===== config.mk =====
export PLATFORM = sky130hd
export DESIGN_NAME = batch_normalization_sequencer
export DESIGN_NICKNAME = d
export VERILOG_FILES = /design/src/rtl/bn_pkg.sv /design/src/rtl/bn_param_bank.sv /design/src/rtl/batch_normalization_sequencer.sv
export SDC_FILE = /design/constraint.sdc
export NUM_CORES = 2
export LEC_CHECK = 0
export CORE_MARGIN = 5
export CORE_UTILIZATION = 45
export CTS_CLUSTER_SIZE = 24
export DETAILED_ROUTE_END_ITERATION = 12
export GPL_TIMING_DRIVEN = 1
export PLACE_DENSITY_LB_ADDON = 0.25
export SYNTH_ARGS = -nofsm -noshare
export SYNTH_HDL_FRONTEND = slang
export SYNTH_SLANG_ARGS = --single-unit

===== constraint.sdc =====
create_clock -name clk -period 4.9 [get_ports clk]
set_input_delay 0.98 -clock clk [delete_from_list [all_inputs] [get_ports clk]]
set_output_delay 0.98 -clock clk [all_outputs]
set_load 0.05 [all_outputs]

===== src/rtl/bn_pkg.sv =====
// Shared encodings, FSM states and helpers for the batch-normalization sequencer slice.
package bn_pkg;

    localparam logic [1:0] PSEL_GAMMA = 2'd0;
    localparam logic [1:0] PSEL_BETA  = 2'd1;
    localparam logic [1:0] PSEL_MEAN  = 2'd2;
    localparam logic [1:0] PSEL_DENOM = 2'd3;

    typedef enum logic [1:0] {
        S_IDLE  = 2'd0,
        S_RUN   = 2'd1,
        S_DRAIN = 2'd2
    } state_e;

    typedef struct packed {
        logic valid;
        logic last;
    } tag_t;

    // Index width that stays legal (>=1 bit) even for a single-entry range.
    function automatic int addr_width(input int n);
        return (n > 1) ? $clog2(n) : 1;
    endfunction

endpackage


===== src/rtl/bn_param_bank.sv =====
// Per-channel gamma/beta/mean/denominator register file with one write port
// and one asynchronous read port returning all four values for a channel.
module bn_param_bank
    import bn_pkg::*;
#(
    parameter int DATA_WIDTH = 32,
    parameter int CHANNELS   = 8,
    parameter int ADDR_WIDTH = 3
) (
    input  logic                  clk,
    input  logic                  reset_n,
    input  logic                  we_i,
    input  logic [1:0]            sel_i,
    input  logic [ADDR_WIDTH-1:0] waddr_i,
    input  logic [DATA_WIDTH-1:0] wdata_i,
    input  logic [ADDR_WIDTH-1:0] raddr_i,
    output logic [DATA_WIDTH-1:0] gamma_o,
    output logic [DATA_WIDTH-1:0] beta_o,
    output logic [DATA_WIDTH-1:0] mean_o,
    output logic [DATA_WIDTH-1:0] denom_o
);

    logic [DATA_WIDTH-1:0] gamma_q [CHANNELS];
    logic [DATA_WIDTH-1:0] gamma_d [CHANNELS];
    logic [DATA_WIDTH-1:0] beta_q  [CHANNELS];
    logic [DATA_WIDTH-1:0] beta_d  [CHANNELS];
    logic [DATA_WIDTH-1:0] mean_q  [CHANNELS];
    logic [DATA_WIDTH-1:0] mean_d  [CHANNELS];
    logic [DATA_WIDTH-1:0] denom_q [CHANNELS];
    logic [DATA_WIDTH-1:0] denom_d [CHANNELS];

    always_comb begin
        gamma_d = gamma_q;
        beta_d  = beta_q;
        mean_d  = mean_q;
        denom_d = denom_q;
        // Addresses beyond the channel count are dropped rather than aliased.
        if (we_i && (32'(waddr_i) < CHANNELS)) begin
            case (sel_i)
                PSEL_GAMMA: gamma_d[waddr_i] = wdata_i;
                PSEL_BETA:  beta_d[waddr_i]  = wdata_i;
                PSEL_MEAN:  mean_d[waddr_i]  = wdata_i;
                PSEL_DENOM: denom_d[waddr_i] = wdata_i;
                default:    gamma_d = gamma_q;
            endcase
        end
    end

    always_ff @(posedge clk or negedge reset_n) begin
        if (!reset_n) begin
            for (int i = 0; i < CHANNELS; i++) begin
                gamma_q[i] <= '0;
                beta_q[i]  <= '0;
                mean_q[i]  <= '0;
                denom_q[i] <= '0;
            end
        end else begin
            gamma_q <= gamma_d;
            beta_q  <= beta_d;
            mean_q  <= mean_d;
            denom_q <= denom_d;
        end
    end

    assign gamma_o = gamma_q[raddr_i];
    assign beta_o  = beta_q[raddr_i];
    assign mean_o  = mean_q[raddr_i];
    assign denom_o = denom_q[raddr_i];

endmodule


===== src/rtl/batch_normalization_sequencer.sv =====
// Feeds a channel-major feature map into batch_normalization_element with per-channel
// parameters and re-times the element's fixed-latency results into a valid/last stream.
module batch_normalization_sequencer
    import bn_pkg::*;
#(
    parameter int DATA_WIDTH = 32,
    parameter int CHANNELS   = 8,
    parameter int SPATIAL    = 16,
    parameter int LATENCY    = 4
) (
    input  logic                              clk,
    input  logic                              reset_n,
    input  logic                              param_we_i,
    input  logic [1:0]                        param_sel_i,
    input  logic [addr_width(CHANNELS)-1:0]   param_addr_i,
    input  logic [DATA_WIDTH-1:0]             param_data_i,
    input  logic                              start_i,
    input  logic                              valid_i,
    input  logic [DATA_WIDTH-1:0]             data_i,
    output logic                              ready_o,
    output logic [DATA_WIDTH-1:0]             bn_data_o,
    output logic [DATA_WIDTH-1:0]             bn_gamma_o,
    output logic [DATA_WIDTH-1:0]             bn_beta_o,
    output logic [DATA_WIDTH-1:0]             bn_mean_o,
    output logic [DATA_WIDTH-1:0]             bn_denom_o,
    input  logic [DATA_WIDTH-1:0]             bn_result_i,
    output logic                              valid_o,
    output logic [DATA_WIDTH-1:0]             result_o,
    output logic                              last_o,
    output logic                              busy_o,
    output logic                              done_o
);

    localparam int CH_W = addr_width(CHANNELS);
    localparam int SP_W = addr_width(SPATIAL);
    localparam logic [CH_W-1:0] CH_LAST = CH_W'(CHANNELS - 1);
    localparam logic [SP_W-1:0] SP_LAST = SP_W'(SPATIAL - 1);

    state_e                state_q, state_d;
    logic [SP_W-1:0]       sp_cnt_q, sp_cnt_d;
    logic [CH_W-1:0]       ch_cnt_q, ch_cnt_d;
    logic [DATA_WIDTH-1:0] bn_data_q, bn_data_d;
    logic [DATA_WIDTH-1:0] bn_gamma_q, bn_gamma_d;
    logic [DATA_WIDTH-1:0] bn_beta_q, bn_beta_d;
    logic [DATA_WIDTH-1:0] bn_mean_q, bn_mean_d;
    logic [DATA_WIDTH-1:0] bn_denom_q, bn_denom_d;
    tag_t                  tag_q [LATENCY+1];
    tag_t                  tag_d [LATENCY+1];
    logic                  valid_q, valid_d;
    logic                  last_q, last_d;
    logic [DATA_WIDTH-1:0] result_q, result_d;
    logic                  done_q, done_d;

    logic                  accept;
    logic                  last_beat;
    logic                  bank_we;
    logic [DATA_WIDTH-1:0] rd_gamma, rd_beta, rd_mean, rd_denom;

    bn_param_bank #(
        .DATA_WIDTH (DATA_WIDTH),
        .CHANNELS   (CHANNELS),
        .ADDR_WIDTH (CH_W)
    ) u_bank (
        .clk     (clk),
        .reset_n (reset_n),
        .we_i    (bank_we),
        .sel_i   (param_sel_i),
        .waddr_i (param_addr_i),
        .wdata_i (param_data_i),
        .raddr_i (ch_cnt_q),
        .gamma_o (rd_gamma),
        .beta_o  (rd_beta),
        .mean_o  (rd_mean),
        .denom_o (rd_denom)
    );

    always_comb begin
        accept     = valid_i && (state_q == S_RUN);
        last_beat  = (ch_cnt_q == CH_LAST) && (sp_cnt_q == SP_LAST);
        bank_we    = param_we_i && (state_q == S_IDLE);
        state_d    = state_q;
        sp_cnt_d   = sp_cnt_q;
        ch_cnt_d   = ch_cnt_q;
        bn_data_d  = bn_data_q;
        bn_gamma_d = bn_gamma_q;
        bn_beta_d  = bn_beta_q;
        bn_mean_d  = bn_mean_q;
        bn_denom_d = bn_denom_q;
        done_d     = 1'b0;

        // Stage 0 travels alongside the bn_* registers; stage LATENCY lines up with bn_result_i.
        tag_d[0].valid = accept;
        tag_d[0].last  = accept && last_beat;
        for (int i = 1; i <= LATENCY; i++) begin
            tag_d[i] = tag_q[i-1];
        end

        valid_d  = tag_q[LATENCY].valid;
        last_d   = tag_q[LATENCY].last;
        result_d = tag_q[LATENCY].valid ? bn_result_i : result_q;

        if (accept) begin
            bn_data_d  = data_i;
            bn_gamma_d = rd_gamma;
            bn_beta_d  = rd_beta;
            bn_mean_d  = rd_mean;
            bn_denom_d = rd_denom;
            if (sp_cnt_q == SP_LAST) begin
                sp_cnt_d = '0;
                ch_cnt_d = (ch_cnt_q == CH_LAST) ? '0 : ch_cnt_q + CH_W'(1);
            end else begin
                sp_cnt_d = sp_cnt_q + SP_W'(1);
            end
        end

        case (state_q)
            S_IDLE:  if (start_i) state_d = S_RUN;
            S_RUN:   if (accept && last_beat) state_d = S_DRAIN;
            // The final tag is the youngest, so its arrival means the pipe empties this edge.
            S_DRAIN: if (tag_q[LATENCY].valid && tag_q[LATENCY].last) begin
                done_d  = 1'b1;
                state_d = S_IDLE;
            end
            default: state_d = S_IDLE;
        endcase
    end

    always_ff @(posedge clk or negedge reset_n) begin
        if (!reset_n) begin
            state_q    <= S_IDLE;
            sp_cnt_q   <= '0;
            ch_cnt_q   <= '0;
            bn_data_q  <= '0;
            bn_gamma_q <= '0;
            bn_beta_q  <= '0;
            bn_mean_q  <= '0;
            bn_denom_q <= '0;
            for (int i = 0; i <= LATENCY; i++) begin
                tag_q[i] <= '0;
            end
            valid_q    <= 1'b0;
            last_q     <= 1'b0;
            result_q   <= '0;
            done_q     <= 1'b0;
        end else begin
            state_q    <= state_d;
            sp_cnt_q   <= sp_cnt_d;
            ch_cnt_q   <= ch_cnt_d;
            bn_data_q  <= bn_data_d;
            bn_gamma_q <= bn_gamma_d;
            bn_beta_q  <= bn_beta_d;
            bn_mean_q  <= bn_mean_d;
            bn_denom_q <= bn_denom_d;
            for (int i = 0; i <= LATENCY; i++) begin
                tag_q[i] <= tag_d[i];
            end
            valid_q    <= valid_d;
            last_q     <= last_d;
            result_q   <= result_d;
            done_q     <= done_d;
        end
    end

    assign ready_o    = (state_q == S_RUN);
    assign busy_o     = (state_q != S_IDLE);
    assign bn_data_o  = bn_data_q;
    assign bn_gamma_o = bn_gamma_q;
    assign bn_beta_o  = bn_beta_q;
    assign bn_mean_o  = bn_mean_q;
    assign bn_denom_o = bn_denom_q;
    assign valid_o    = valid_q;
    assign last_o     = last_q;
    assign result_o   = result_q;
    assign done_o     = done_q;

endmodule


# Yosys cells after proc, flatten, opt, wreduce, memory -nomap -nowiden
# Cells that the tools add are included.
dict set report word_totals {
  reg_bits 1238
}
dict set report op_classes {
  add_sub_neg 2
  n_lt_le_gt_ge 3
  eq_ne 10
  mux 26
  bitwise_logic 2
  reduce_logical 15
}
# cell n
set ops {}
lappend ops {{bitwise mux 256 bit} 4}
lappend ops {{binary-select mux 32 bit (select 3 bit)} 4}
lappend ops {{2-to-1 mux 32 bit} 9}
lappend ops {{demux 32 bit (select 3 bit)} 1}
lappend ops {{AND reduction 2 bit} 5}
lappend ops {{>= comparator 4 bit, second input constant} 2}
lappend ops {{NOT 3 -> 4 bit} 2}
lappend ops {{equality test 2 bit, second input constant} 3}
lappend ops {{logical AND 1 bit} 6}
lappend ops {{2-to-1 mux 2 bit} 3}
lappend ops {{case mux 2 bit (3 select lines)} 1}
lappend ops {{adder 4 x 1 -> 4 bit, second input constant} 1}
lappend ops {{equality test 2 x 1 -> 1 bit, second input constant} 2}
lappend ops {{equality test 4 bit, second input constant} 1}
lappend ops {{zero test 2 bit} 2}
lappend ops {{less-than comparator 4 x 1 -> 1 bit, second input constant} 1}
lappend ops {{2-to-1 mux 4 bit} 1}
lappend ops {{inequality test 2 bit, second input constant} 2}
lappend ops {{adder 3 x 1 -> 3 bit, second input constant} 1}
lappend ops {{equality test 3 bit, second input constant} 1}
lappend ops {{2-to-1 mux 3 bit} 1}
lappend ops {{AND reduction 3 bit} 1}
lappend ops {{2-to-1 mux 1 bit} 2}
lappend ops {{inequality test 2 x 1 -> 1 bit, second input constant} 1}
lappend ops {{nonzero test 2 bit} 1}

# Depth between registers and ports, before layout
dict set report logic_depth {
  word_depth 6
  depth_mapped 6
}

# By module
# A second synthesis with hierarchy kept.
dict set report hier_totals {
  hier_cells 3550
  hier_area_um2 53794.1
}
# mod instances cells_per_inst area_each_um2 seq_area_each_um2
set modules_own_cells {}
lappend modules_own_cells {bn_param_bank 1 2747 45807.7 25624.6}
lappend modules_own_cells {batch_normalization_sequencer 1 803 7986.4 5355.1}

# Worst setup path after synthesis
# Ideal clock, no wire load.
dict set report synth_path {
  path_type {input to register}
  from {in param_sel_i[1]}
  to {reg u_bank.gamma_q[33] (netlist bit)}
  setup_time_ps 125
  arrival_time_ps 2529
  path_slack_ps 2246
  cell_stages 5
  cell_sequence {or4b_4 -> buf_6 -> nor3_4 -> buf_12 -> mux2_4}
}
dict set report synth_between {
  elab_chain_cells 2
}
# element line_no
set synth_rtl {}
lappend synth_rtl {{from (decl)} batch_normalization_sequencer.sv:14} ;# input logic [1:0] param_sel_i,
lappend synth_rtl {{zero test 2 bit} bn_param_bank.sv:39} ;# case (sel_i)
lappend synth_rtl {{AND reduction 2 bit (no source line)} n/a}
lappend synth_rtl {{to (signal assigned)} bn_param_bank.sv:58} ;# gamma_q <= gamma_d;
lappend synth_rtl {{to (decl)} bn_param_bank.sv:23} ;# logic [DATA_WIDTH-1:0] gamma_q [CHANNELS];
# No other way between the ends.
# A chain may end at the register's enable or synchronous reset.

# Worst setup path in the final report
dict set report layout_path {
  from {reg state_q[0]}
  to {out ready_o}
}
dict set report layout_between {
  elab_chain_cells 1
}
# element line_no
set layout_rtl {}
lappend layout_rtl {{from (decl)} batch_normalization_sequencer.sv:39} ;# state_e state_q, state_d;
lappend layout_rtl {{from (signal assigned)} batch_normalization_sequencer.sv:146} ;# state_q <= state_d;
lappend layout_rtl {{equality test 2 x 1 -> 1 bit} batch_normalization_sequencer.sv:164} ;# assign ready_o = (state_q == S_RUN);
lappend layout_rtl {{to (decl)} batch_normalization_sequencer.sv:20} ;# output logic ready_o,
# No other way between the ends.

==> results.toml <==
[flow_run]
max_cap_viol_count = 0

[cts]
cts_hold_buffers = 0
insertion_delay_ns = 0.74
clk_pin_slew_ns = 0.06
cts-resized-gates = 0
cts.sinks = 1238
cts_max_level = 4
cts_tree = "yes"
cts_made_buffers = 137
cts-root-buf = "clkbuf_16"
clockBufferDepth = 3
postCtsSetupBuffers = 0

[logic_synthesis]
netlist.top_cell.by_area = "dfrtp_1"
synthArstFlopShare = 1.00
synth_top_area_share = 0.569
syn_inst = 3859
ys.flop_type = "dfrtp_1"
synthTopCellsByArea = "dfrtp_1 (57%), mux2_2 (26%), mux2i_1 (4.7%)"
syn-num-nets = 3968
synth.avg_cell_area_sq_um = 14.1
yosysWarnings = 0
ys_types = 44
syn_area_sq_um = 54400
ys_seq_area_frac = 0.569
synth-edff-count = 0
ys_ff_latch = 1238

[sta]
slew_headroom = 0.147
post-route-period-util = 0.695
rsz0062_at_grt = "false"
max_freq_mhz = 294
tns_ns = 0
fin_skew_ns = 0.0298
final_max_slew_viol_count = 0
worst_pin_slew_ns = 1.28
period_needed_ns = 3.40
finalHoldViolations = 0
setup_viol = 0
postLayoutSetupSlackWorst_ns = 1.50

[worst_setup_path]
start_kind = "register"
critical_path.cell_chain = "inv_1, nor2_1, clkdlybuf4s50_1"
crit_path_end_kind = "output port"
arrival_ns = 2.42
required_ns = 3.92
cpMaxStageDelayCell = "clkdlybuf4s50_1"
reg2reg_from = "state_q[1]"
worstPathMaxFanout = 9
crit_type = "reg2out"
cpPeakStageDelay_ns = 0.83
crit_path_start = "state_q[0]"

[route]
route.detailed.drc = 0
drt_first_iter_violations = 1816
ant_nets = 0
dr.pass1.iters = 5
wirelength_um = 137000
via_per_inst = 5.60
vias = 32340
wl_per_cell_um = 23.7

[place]
dp_hpwl_um = 81200
io_buffers = 302
dp_slack_ns = 1.15
finalWeightedCongestion = 0.745

[floorplan]
rows = 127
die_area_sq_um = 128000
initial_core_util = 0.454
io_pins = 303
fp.dieH_um = 358
die_w_um = 358
coreArea_sq_um = 120000

[grt]
grt_use_total = 0.214
antenna_found_initial = 8
grt_pass1_vias = 34044
grt_pass1_wl_um = 212000
grt-ovfl-total = 0
grt_max_degree = 143

[cells_and_area]
synthToLayoutAreaGrowth_pct = 17.5
final_common_cell = "mux2_2"
final_layout_size_suffix_gt1_frac = 0.399
fin_nets = 4164
final_cell_mix = "mux2_2 (1246), dfrtp_1 (1237), clkdlybuf4s50_1 (290), mux2i_1 (256), nand2_1 (229)"

[status]
status = "finished, final reports clean"

[power]
p_per_area_nw_per_um2 = 421
p_leak_uw = 0.0316
peakVddDrop_uv = 307

[min_path]
hold_class = "in2async"
synthesized netlist by cell type (2+ instances only):
cell      number
nand2_1      230
nand3b_1       4
dfrtp_1     1238
mux2_2      1246
mux2i_1      256
nor3_2         3
nor2_1         6
nand3_1       18
xnor2_1        2
o21ai_0        2
o22ai_1      128
a22o_1       128
nor3_1         6
ha_1           3
buf_2         96
mux2_1        38
mux2_4        30
buf_1         29
and3b_1        3
clkbuf_1     204
nor3_4         8
buf_12         3
buf_4         21
o31ai_1      129
or3b_2         3
inv_1          3
buf_6          2
nor3b_1        4
power breakdown:
part           internal (uW)  switching, uW  total, uW
registers              10700            454      11100
logic                   1880           3180       5050
clock network           6650           4120      10800
worst max-delay path, delay by kind of cell (launching register included):
kind,cells,cell delay [ns]
buffers and inverters,2,0.94
DFF,1,0.63
and+or+nand+nor,1,0.12
final cells by class:
type                       count  area [sq um]
tap                         1612          2020
multi-input combinational   2262         22000
antenna                        5          12.5
clock buffer                 203          4160
fill                        9970         56000
timing repair buffer         412          4130
clock inverter                37           629
sequential                  1238         31000
inverter                       4          15.0
flip-flops by register name (all words and copies together) (netlist names), 3 cells and up:
register / flops
u_bank.beta_q: 256
u_bank.denom_q: 256
u_bank.gamma_q: 256
u_bank.mean_q: 256
bn_beta_o: 32
bn_data_o: 32
bn_denom_o: 32
bn_gamma_o: 32
bn_mean_o: 32
result_o: 32
tag_d: 8
sp_cnt_q: 4
ch_cnt_q: 3
kinds of logic after synthesis:
| family | after synthesis | share of synthesized area |
|---|---|---|
| AO/OA/AOI/OAI | 391 | 0.0539 |
| XOR/XNOR | 2 | 0.000322 |
| adder cells (fa/ha/maj) | 3 | 0.000690 |
| buffers and inverters | 359 | 0.0296 |
| flip-flops | 1238 | 0.569 |
| multiplexers | 1570 | 0.321 |
| AND/OR/NAND/NOR | 296 | 0.0252 |
final timing paths:
kind	end	slack [ns]	cells past startpoint
worst min register to register	valid_d	0.35	0
worst min-delay path	bn_data_o[10]	0.29	1
worst max register to register	u_bank.mean_q[201]	2.11	4
min in group clk	valid_d	0.35	0
max in group asynchronous	bn_mean_o[10]	3.44	2
worst max-delay path	ready_o	1.50	3
through the flow:
stage / hold slack, ns / power (uW) / area, sq um / utilization / instances
after global routing: 0.323 / 28000 / 63900 / 0.533 / 5768
after floorplan: 0.331 / 14400 / 54400 / - / 3859
after CTS: 0.330 / 27300 / 63900 / 0.533 / 5768
final: 0.288 / 26900 / 63900 / 0.533 / 5773
after detailed placement: 0.335 / 16400 / 59100 / 0.493 / 5528
after global placement: 0.332 / 16400 / 59100 / 0.493 / 5528
routing by layer:
layer	up-vias	GRT usage	routed length (um)
met5	-	0	13
met3	181	0.0307	4760
met2	509	0.356	66100
met1	17271	0.298	62800
met4	2	0.0551	2950
li1	14377	-	-
Note: power is estimated with default switching activity, not from simulation.
